===== src/rtl/axi_master_bridge.sv =====
// ---------------------------------------------------------------------------
// axi_master_bridge
//
// Turns a simple core-side word access (instruction or data port) into one
// single-beat AXI4 read or write transaction. Only one transaction is ever
// outstanding. The core is stalled until the slave's response has been
// received. Then a one-cycle resp_done pulse returns the read data and an
// error flag.
//
// Ports
//   clk, rst                 clock, asynchronous active-low reset
//   req_valid                core request present, held until resp_done
//   req_write                1 = write, 0 = read
//   req_strb                 byte enables for writes (active high)
//   req_addr                 byte address; the low two bits are ignored
//   req_wdata                write data
//   stall                    req_valid & ~resp_done
//   resp_done                one-cycle completion pulse
//   resp_rdata, resp_err     read data and error flag, valid with resp_done
//   AR*/R*                   AXI read address / read data channels
//   AW*/W*/B*                AXI write address / data / response channels
//
// Every AXI VALID/READY output comes straight from a flop. The AXI inputs only
// affect next-state logic, so no slave signal reaches a handshake output in
// the same cycle.
// ---------------------------------------------------------------------------
module axi_master_bridge #(
  parameter int              ID_W      = 4,
  parameter logic [ID_W-1:0] MASTER_ID = '0,
  parameter int              ADDR_W    = 32,
  parameter int              DATA_W    = 32
) (
  input  logic                clk,
  input  logic                rst,

  // core side
  input  logic                req_valid,
  input  logic                req_write,
  input  logic [DATA_W/8-1:0] req_strb,
  input  logic [ADDR_W-1:0]   req_addr,
  input  logic [DATA_W-1:0]   req_wdata,
  output logic                stall,
  output logic                resp_done,
  output logic [DATA_W-1:0]   resp_rdata,
  output logic                resp_err,

  // read address channel
  output logic [ID_W-1:0]     ARID,
  output logic [ADDR_W-1:0]   ARADDR,
  output logic [3:0]          ARLEN,
  output logic [2:0]          ARSIZE,
  output logic [1:0]          ARBURST,
  output logic                ARVALID,
  input  logic                ARREADY,

  // read data channel
  input  logic [ID_W-1:0]     RID,
  input  logic [DATA_W-1:0]   RDATA,
  input  logic [1:0]          RRESP,
  input  logic                RLAST,
  input  logic                RVALID,
  output logic                RREADY,

  // write address channel
  output logic [ID_W-1:0]     AWID,
  output logic [ADDR_W-1:0]   AWADDR,
  output logic [3:0]          AWLEN,
  output logic [2:0]          AWSIZE,
  output logic [1:0]          AWBURST,
  output logic                AWVALID,
  input  logic                AWREADY,

  // write data channel
  output logic [DATA_W-1:0]   WDATA,
  output logic [DATA_W/8-1:0] WSTRB,
  output logic                WLAST,
  output logic                WVALID,
  input  logic                WREADY,

  // write response channel
  input  logic [ID_W-1:0]     BID,
  input  logic [1:0]          BRESP,
  input  logic                BVALID,
  output logic                BREADY
);

  typedef enum logic [2:0] {
    S_IDLE,
    S_AR,
    S_R,
    S_WR,
    S_B,
    S_DONE
  } state_t;

  state_t              state;

  // Request fields captured at accept time. The core holds them stable, but
  // latching them keeps the AXI address and data independent of the core.
  logic [ADDR_W-1:0]   addr_q;
  logic [DATA_W-1:0]   wdata_q;
  logic [DATA_W/8-1:0] strb_q;

  // Registered handshake outputs
  logic                ar_valid_q;
  logic                r_ready_q;
  logic                aw_valid_q;
  logic                w_valid_q;
  logic                b_ready_q;

  // Sticky flags: each one records that its write channel has already
  // handshaken. This lets AW and W complete in either order or together.
  logic                aw_done;
  logic                w_done;

  logic                done_q;
  logic                err_q;
  logic [DATA_W-1:0]   rdata_q;

  // Write-phase handshakes, including the ones completing in this cycle
  logic                aw_hs;
  logic                w_hs;
  logic                aw_fin;
  logic                w_fin;

  assign aw_hs  = aw_valid_q & AWREADY;
  assign w_hs   = w_valid_q & WREADY;
  assign aw_fin = aw_done | aw_hs;
  assign w_fin  = w_done | w_hs;

  // The low address bits are dropped at capture time. The bus therefore only
  // ever sees word-aligned addresses, and unaligned requests are not flagged
  // as errors.
  localparam logic [ADDR_W-1:0] WORD_MASK = ~(ADDR_W'(3));

  always_ff @(posedge clk or negedge rst) begin
    if (!rst) begin
      state      <= S_IDLE;
      addr_q     <= '0;
      wdata_q    <= '0;
      strb_q     <= '0;
      ar_valid_q <= 1'b0;
      r_ready_q  <= 1'b0;
      aw_valid_q <= 1'b0;
      w_valid_q  <= 1'b0;
      b_ready_q  <= 1'b0;
      aw_done    <= 1'b0;
      w_done     <= 1'b0;
      done_q     <= 1'b0;
      err_q      <= 1'b0;
      rdata_q    <= '0;
    end else begin
      case (state)
        S_IDLE: begin
          if (req_valid) begin
            addr_q  <= req_addr & WORD_MASK;
            wdata_q <= req_wdata;
            strb_q  <= req_strb;
            if (req_write) begin
              aw_valid_q <= 1'b1;
              w_valid_q  <= 1'b1;
              state      <= S_WR;
            end else begin
              ar_valid_q <= 1'b1;
              state      <= S_AR;
            end
          end
        end

        S_AR: begin
          if (ar_valid_q && ARREADY) begin
            ar_valid_q <= 1'b0;
            r_ready_q  <= 1'b1;
            state      <= S_R;
          end
        end

        S_R: begin
          if (RVALID) begin
            rdata_q   <= RDATA;
            // A single-beat read must be last. It must also carry our ID.
            err_q     <= (RRESP != 2'b00) | ~RLAST | (RID != MASTER_ID);
            r_ready_q <= 1'b0;
            done_q    <= 1'b1;
            state     <= S_DONE;
          end
        end

        S_WR: begin
          // Each VALID drops on its own handshake. It does not wait for the
          // other channel.
          if (aw_hs) begin
            aw_valid_q <= 1'b0;
            aw_done    <= 1'b1;
          end
          if (w_hs) begin
            w_valid_q <= 1'b0;
            w_done    <= 1'b1;
          end
          // These assignments come last so that they override the flag sets
          // above when the final handshake happens in this cycle.
          if (aw_fin && w_fin) begin
            aw_done   <= 1'b0;
            w_done    <= 1'b0;
            b_ready_q <= 1'b1;
            state     <= S_B;
          end
        end

        S_B: begin
          if (BVALID) begin
            err_q     <= (BRESP != 2'b00) | (BID != MASTER_ID);
            b_ready_q <= 1'b0;
            done_q    <= 1'b1;
            state     <= S_DONE;
          end
        end

        S_DONE: begin
          // The error flag is cleared here, so resp_err is only ever high
          // during the resp_done pulse.
          done_q <= 1'b0;
          err_q  <= 1'b0;
          state  <= S_IDLE;
        end

        default: begin
          state <= S_IDLE;
        end
      endcase
    end
  end

  // Core-side outputs
  assign stall      = req_valid & ~done_q;
  assign resp_done  = done_q;
  assign resp_err   = err_q;
  assign resp_rdata = rdata_q;

  // Read address channel: single INCR beat of one full word
  assign ARID    = MASTER_ID;
  assign ARADDR  = addr_q;
  assign ARLEN   = 4'd0;
  assign ARSIZE  = 3'b010;
  assign ARBURST = 2'b01;
  assign ARVALID = ar_valid_q;
  assign RREADY  = r_ready_q;

  // Write channels
  assign AWID    = MASTER_ID;
  assign AWADDR  = addr_q;
  assign AWLEN   = 4'd0;
  assign AWSIZE  = 3'b010;
  assign AWBURST = 2'b01;
  assign AWVALID = aw_valid_q;
  assign WDATA   = wdata_q;
  assign WSTRB   = strb_q;
  assign WLAST   = w_valid_q;
  assign WVALID  = w_valid_q;
  assign BREADY  = b_ready_q;

endmodule


===== config.mk =====
export PLATFORM = sky130hd
export DESIGN_NAME = axi_master_bridge
export DESIGN_NICKNAME = d
export VERILOG_FILES = /design/src/rtl/axi_master_bridge.sv
export SDC_FILE = /design/constraint.sdc
export NUM_CORES = 1
export LEC_CHECK = 0
export CORE_AREA = 4 4 111 113
export DETAILED_ROUTE_END_ITERATION = 16
export DIE_AREA = 0 0 115 117
export DONT_BUFFER_PORTS = 1
export PLACE_DENSITY = 0.56
export SLEW_MARGIN = 20
export SYNTH_ARGS = -nofsm -noshare
export SYNTH_HDL_FRONTEND = slang
export SYNTH_SLANG_ARGS = --single-unit
export TNS_END_PERCENT = 30

===== constraint.sdc =====
create_clock -name clk -period 4.3 [get_ports clk]
set_clock_uncertainty 0.2 [all_clocks]
set_input_delay 1.29 -clock clk [delete_from_list [all_inputs] [get_ports clk]]
set_output_delay 1.29 -clock clk [all_outputs]
set_load 0.01 [all_outputs]

==> results of run 1 <==
[power by group]
part           leakage [nW]  internal (W)  switching [W]
logic                 0.647      0.000524       0.000316
clock network         0.146      0.000430       0.000368
registers              1.30       0.00156       0.000800
total                  2.10       0.00252        0.00148
[worst min-delay path: stages, from the launching register on]
cell and delay, ps:
dfrtp_1 350, a31oi_1 50, a21oi_1 100
[sequential cells by signal, summed over array words and instances, names as in the netlist]
| name | cells |
|---|---|
| resp_err | 1 |
| AWVALID | 1 |
| ARADDR | 30 |
| aw_done | 1 |
| state | 3 |
| ARVALID | 1 |
| WDATA | 32 |
| WLAST | 1 |
| RREADY | 1 |
| w_done | 1 |
| resp_rdata | 32 |
| resp_done | 1 |
| BREADY | 1 |
| WSTRB | 4 |
[placed cells by master (no fill, tap or decap), drive strengths merged]
cell     count
a221o        1
o311a        1
nand2b       2
o221ai       1
nor3         1
nor4         2
clkinv       3
clkbuf      11
a21oi        7
mux2        98
a31o         1
buf          2
and3b        1
o21ba        1
conb        30
dfrtp      110
a21o         2
and4bb       1
nand2        3
o21ai        8
and3         1
a2111oi      1
nor2b        3
nand3        2
inv          7
o2bb2ai      2
nor2         5
a31oi        5
a21bo        2
nor4b        1
nand4bb      1
[cell families after synthesis]
kind of cell,after synthesis,share of synthesized area
other,2,0.001561
DFF,110,0.5722
AOI/OAI and AO/OA,32,0.04499
buffers and inverters,81,0.1222
muxes,98,0.2294
and+or+nand+nor,23,0.02965
[final cells by class]
cell class,instances,area share
clock inverter,5,0.008269
timing repair buffer,2,0.003101
inverter,5,0.003876
clock buffer,11,0.05220
tap,143,0.03695
multi-input combinational,183,0.3271
sequential,110,0.5685
[how the worst min path moves through the flow]
stage | start | end | cells past startpoint
global route | w_done | w_done | 2
finish | w_done | w_done | 2
floorplan | aw_done | aw_done | 2
detailed placement | w_done | w_done | 2
CTS | w_done | w_done | 2
global placement | w_done | w_done | 2
[layer usage]
metal  up-vias  GRT usage
met5         -          0
met4         2    0.06651
met3        18    0.08021
met2       164     0.2157
met1      1176     0.1538
li1       1041          -
[stage by stage]
step           instance area (um^2)  utilization  power [W]  hold WS (ps)
6_report                       4842       0.4277   0.004002         339.9
3_3_place_gp                   4549       0.4019   0.003218         309.2
5_1_grt                        4842       0.4277   0.004298         359.3
3_5_place_dp                   4549       0.4019   0.003261         321.6
2_1_floorplan                  4916            -   0.003229         293.0
4_1_cts                        4842       0.4277   0.004086         340.6
==> impl_metrics.yaml, run 1 <==
sta:
  drv_slew: 0
  worstMarginPinSlew_ps: 901.9
  worst_slack_ps: 1294
  setup_tns_ps: 0
  setup_violations: 0
  hold_viol: 0
  relSlewSlack: 0.3987
  rsz0062_at_grt: "false"
  finalCritPeriodShare: 0.6990
  period_needed_ps: 3006
  max_freq_ghz: 0.3327
critical_path:
  crit_required_ps: 2810
  cp_max_fo: 5
  ff2ff_path_depth: 2
  start_kind: "input pin"
  critPathKind: "in -> out"
  cpMaxStageDelayCell: "nor2b_1"
  cp-startpoint: "req_valid"
  r2r-start: "state[2]"
  crit_chain: "nor2b_1"
  cp_top_family: "simple AND/OR/NAND/NOR gates"
  crit_end: "stall"
  critPathCaptureType: "primary output"
  reg2reg_to: "resp_rdata[4]"
  path_buf_inv: 0
  slowest_delay_ps: 230
  cp_num_cells: 1
  arrival_ps: 1520
  ff2ff_setup_slack_ps: 2030
grt:
  grt_max_degree: 111
  grt_pass1_wl_um: 13990
  track_usage: 0.1389
  grt_overflow_total: 0
  antenna_found_initial: 1
  grt_pass1_vias: 2505
synth:
  ys_warn_count: 0
  synth_top_flop_cell: "dfrtp_1"
  synth.top_cells.by_area: "dfrtp_1 (57%), mux2_2 (16%), buf_4 (9.7%), mux2_1 (6.8%), buf_6 (1.4%)"
  yosys.area.top_type_share: 0.5722
  synth_common_cells: "dfrtp_1 (110), mux2_2 (69), buf_4 (62)"
  avgSynthCellArea_um2: 13.90
  ys_types: 34
  syn_area_mm2: 0.004811
  synth_top_cell_by_area: "dfrtp_1"
  yosysSeqAreaShare: 0.5722
  synth-edff-count: 0
  synth-async-reset-ratio: 1.000
  synth.most_common_cell: "dfrtp_1"
  synthCells: 346
  ys_seq_elements: 110
cells_and_area:
  final_nets: 433
  layoutNonFillerInstCount: 459
  fill_cells: 1046
  seqCellArea_mm2: 0.002753
  multiInputGateArea_mm2: 0.001584
  num_antenna_cells: 0
  area_delta_synth_final_pct: 0.6501
  layout-drive-gt1-share: 0.2943
routing:
  topRoutingLayerUsed: "met5"
  m1WireLength_um: 3321
  wl_met2_um: 4837
  wl_um: 9748
  final_antenna_net_count: 0
  wire_per_inst_um: 21.24
  drc_errors: 0
  vias: 2401
  firstDrtPassIters: 3
  wl_met3_um: 1374
  via_per_inst: 5.231
  drtIter0Drc: 109
clocking:
  cts_hold_buf: 0
  cts_tree: "yes"
  clock_latency_ps: 340
  cts_buffers: 9
  ctsRootBufferMaster: "clkbuf_16"
  htreeDepth: 3
  path_clk_slew_ps: 70
  cts_resized: 0
  clock_sinks: 110
  clockBufferDepth: 2
  postCtsSetupBuffers: 0
power:
  powerDensity_mw_per_mm2: 826.6
  ir_worst_vdd_mv: 0.3233
  power_leakage_nw: 2.098
placement:
  dp_hpwl_um: 7144
  post-place-ws_ps: 1290
  dp.cells: 443
  port_buffers: 0
  place_congestion: 0.6532
die:
  rows: 39
  core_area_mm2: 0.01132
  dieWidth_um: 115
  io_pins: 289
  start_util: 0.4250
  die_area_mm2: 0.01346
  die_y_um: 117
worst_hold_path:
  hold_path_class: "reg -> reg"
outcome:
  status: "complete, no violations"
flow_run:
  drv_cap: 0
Note: power is estimated with default switching activity, not from simulation.
==> inputs of run 2 (changes only) <==
==> constraint.sdc (replaced) <==
create_clock -name clk -period 2.95 [get_ports clk]
set_clock_uncertainty 0.2 [all_clocks]
set_input_delay 0.885 -clock clk [delete_from_list [all_inputs] [get_ports clk]]
set_output_delay 0.885 -clock clk [all_outputs]
set_load 0.01 [all_outputs]
==> impl_metrics.yaml, run 2 (same netlist as run 1, synthesis figures left out) <==
outcome:
  status: "complete, no violations"
placement:
  dp_hpwl_um: 7238
  port_buffers: 0
  dpl-instance-area_mm2: 0.004569
  place_congestion: 0.6743
sta:
  period_needed_ps: 2230
  setup_violations: 0
  max_freq_ghz: 0.4485
  finalCritPeriodShare: 0.7558
  setup_tns_ps: 0
  drv_slew: 0
  hold_viol: 0
  rsz0062_at_grt: "false"
clocking:
  cts_tree: "yes"
  clockBufferDepth: 2
  clock_latency_ps: 340
  htreeDepth: 3
  path_clk_slew_ps: 80
  cts_hold_buf: 0
  postCtsSetupBuffers: 0
  ctsRootBufferMaster: "clkbuf_16"
  clock_sinks: 110
  cts_resized: 0
  cts_buffers: 9
grt:
  grt_pass1_vias: 2581
  grt_max_degree: 111
  grt_overflow_total: 0
  track_usage: 0.1437
  grt_pass1_wl_um: 14690
  antenna_found_initial: 1
die:
  core_area_mm2: 0.01132
  rows: 39
  die_y_um: 117
  start_util: 0.4250
  io_pins: 289
  dieWidth_um: 115
  die_area_mm2: 0.01346
routing:
  m1WireLength_um: 3325
  vias: 2422
  via_per_inst: 5.265
  topRoutingLayerUsed: "met5"
  wl_met3_um: 1403
  final_antenna_net_count: 0
  wl_met2_um: 5046
  firstDrtPassIters: 4
  wire_per_inst_um: 21.51
  drtIter0Drc: 132
  drc_errors: 0
  wl_um: 9895
power:
  powerDensity_mw_per_mm2: 1213
  power_leakage_nw: 2.108
  ir_worst_vdd_mv: 0.5300
  power_w: 0.005905
cells_and_area:
  final_common_cell: "dfrtp_1"
  final_cell_mix: "dfrtp_1 (110), mux2_2 (69), conb_1 (30)"
  layout-drive-gt1-share: 0.2965
  num_antenna_cells: 0
  fin_area_mm2: 0.004866
  fill_cells: 1051
  area_delta_synth_final_pct: 1.144
  final_nets: 434
critical_path:
  arrival_ps: 1140
  crit_chain: "nor2b_1"
  slowest_delay_ps: 260
  critPathKind: "in -> out"
  cpMaxStageDelayCell: "nor2b_1"
  start_kind: "input pin"
  cp_top_family: "simple AND/OR/NAND/NOR gates"
  crit_required_ps: 1870
  critPathCaptureType: "primary output"
  path_buf_inv: 0
  cp_max_fo: 5
flow_run:
  drv_cap: 0
worst_hold_path:
  hold_path_class: "in -> async"
-- run 2: path summary, 6_finish.rpt --
kind,from,to,slack (ps),depth (start not counted)
hold reg to reg,w_done,w_done,330,2
hold / removal,rst,resp_rdata[0],30,0
max in group asynchronous,rst,ARADDR[8],2350,0
setup reg to reg,state[2],resp_rdata[25],810,3
min in group clk,w_done,w_done,330,2
setup / recovery,req_valid,stall,720,1
-- run 2: metal layers --
layer,vias up,GRT usage
met5,-,0
met4,2,0.05164
met3,13,0.08226
met2,169,0.2323
met1,1201,0.1591
li1,1037,-
-- run 2: area by class of cell --
class / count / area [um^2] / share of cell area
Clock inverter: 6 / 57.56 / 0.01183
Clock buffer: 10 / 239.0 / 0.04911
Sequential cell: 110 / 2753 / 0.5657
Multi-Input combinational cell: 183 / 1584 / 0.3255
Timing Repair Buffer: 3 / 35.03 / 0.007200
Tap cell: 143 / 178.9 / 0.03677
Inverter: 5 / 18.77 / 0.003857
-- run 2: per-stage QoR --
| step | util | worst slack (ps) | hold WS (ps) | std cells |
|---|---|---|---|---|
| after global routing | 0.4298 | 621.0 | 1.210 | 460 |
| after CTS | 0.4298 | 689.3 | 14.62 | 460 |
| after floorplan | - | 782.7 | 293.0 | 374 |
| final | 0.4298 | 720.4 | 27.45 | 460 |
| after detailed placement | 0.4036 | 630.4 | 314.7 | 444 |
| after global placement | 0.4036 | 628.9 | 309.6 | 444 |
-- run 2: where the power goes --
group | leakage [nW] | switching, W | internal, W
Sequential | 1.30 | 0.00117 | 0.00228
Combinational | 0.655 | 0.000479 | 0.000777
Clock | 0.148 | 0.000579 | 0.000620
Total | 2.11 | 0.00223 | 0.00367
==> inputs of run 3 (changes only) <==
==> constraint.sdc (replaced) <==
create_clock -name clk -period 2.2 [get_ports clk]
set_clock_uncertainty 0.2 [all_clocks]
set_input_delay 0.66 -clock clk [delete_from_list [all_inputs] [get_ports clk]]
set_output_delay 0.66 -clock clk [all_outputs]
set_load 0.01 [all_outputs]
==> impl_metrics.yaml, run 3 (same netlist as run 1, synthesis figures left out) <==
cells_and_area:
  num_antenna_cells: 0
  final_common_cell: "dfrtp_1"
  fin_area_mm2: 0.004930
  area_delta_synth_final_pct: 2.471
  multiInputGateArea_mm2: 0.001584
  fill_cells: 1042
  final_nets: 437
  layout-drive-gt1-share: 0.3031
  layoutNonFillerInstCount: 463
  final_cell_mix: "dfrtp_1 (110), mux2_2 (69), conb_1 (30)"
  seqCellArea_mm2: 0.002753
placement:
  port_buffers: 0
  dp.cells: 447
  post-place-ws_ps: 229.8
  dp_hpwl_um: 7209
  dpl-instance-area_mm2: 0.004617
  place_congestion: 0.6774
critical_path:
  slowest_delay_ps: 490
  crit_required_ps: 1340
  path_buf_inv: 0
  arrival_ps: 1110
  cpMaxStageDelayCell: "dfrtp_1"
  critPathKind: "reg -> out"
  cp_top_family: "flip-flops"
  crit_chain: "nor2b_1"
  critPathCaptureType: "primary output"
  cp_max_fo: 5
  start_kind: "flop"
clocking:
  cts_tree: "yes"
  ctsRootBufferMaster: "clkbuf_16"
  path_clk_slew_ps: 80
  cts_resized: 0
  cts_buffers: 9
  clockBufferDepth: 2
  postCtsSetupBuffers: 0
  clock_sinks: 110
  clock_latency_ps: 330
  htreeDepth: 3
routing:
  drtIter0Drc: 105
  wire_per_inst_um: 21.11
  drc_errors: 0
  via_per_inst: 5.203
  vias: 2409
  final_antenna_net_count: 0
  firstDrtPassIters: 3
  wl_um: 9772
sta:
  setup_tns_ps: 0
  worst_slack_ps: 227.4
  setup_violations: 0
  max_freq_ghz: 0.5069
  drv_slew: 0
  hold_viol: 110
  finalCritPeriodShare: 0.8966
  period_needed_ps: 1973
  fin_hold_ws_ps: -193.9
  rsz0062_at_grt: "false"
outcome:
  status: "complete, but fails checks"
  failed_checks: "negative hold slack"
flow_run:
  drv_cap: 0
grt:
  grt_pass1_vias: 2600
  grt_max_degree: 111
  grt_overflow_total: 0
  grt_pass1_wl_um: 14540
  track_usage: 0.1425
  antenna_found_initial: 0
die:
  core_area_mm2: 0.01132
  dieWidth_um: 115
  die_area_mm2: 0.01346
  die_y_um: 117
  io_pins: 289
  rows: 39
  start_util: 0.4250
power:
  power_leakage_nw: 2.135
  powerDensity_mw_per_mm2: 1628
  ir_worst_vdd_mv: 0.5755
worst_hold_path:
  hold_path_class: "in -> async"
==> run 3: path summary, 6_finish.rpt <==
path | slack, ps | to | cells past startpoint | startpoint
hold / removal | -190 | resp_rdata[0] | 0 | rst
min in group clk | 250 | ARADDR[28] | 1 | req_addr[28]
setup / recovery | 230 | stall | 1 | resp_done
setup reg to reg | 330 | WDATA[15] | 3 | state[2]
max in group asynchronous | 1850 | resp_done | 0 | rst
hold reg to reg | 340 | aw_done | 2 | aw_done
==> run 3: power by group <==
part	leakage [nW]	internal (W)	switching (W)
clock	0.154	0.000910	0.000755
combinational	0.676	0.00110	0.000681
sequential	1.30	0.00306	0.00153
==> run 3: per-stage QoR <==
stage,hold slack [ps],utilization,power [W]
after floorplan,164.4,-,0.006311
after global placement,167.5,0.4078,0.006378
after detailed placement,167.2,0.4078,0.006475
after CTS,-210.0,0.4355,0.008197
after global routing,-221.6,0.4355,0.008645
final,-193.9,0.4355,0.008026
==> run 3: area by class of cell <==
| type | instances | share of cell area |
|---|---|---|
| well taps | 143 | 0.03629 |
| flip-flops and latches | 110 | 0.5584 |
| multi-input cells | 183 | 0.3213 |
| repair buffers | 6 | 0.01675 |
| inverters | 5 | 0.003807 |
| clock buffers | 9 | 0.04569 |
| clock inverters | 7 | 0.01777 |
==> run 3: layer usage <==
layer  global-route usage  part of all wire  vias to the layer above
li1                     -                 -                     1048
met5                    0                 0                        -
met3              0.06941              0.13                        8
met4              0.05556            0.0096                        0
met2               0.2292              0.50                      162
met1               0.1646              0.36                     1191
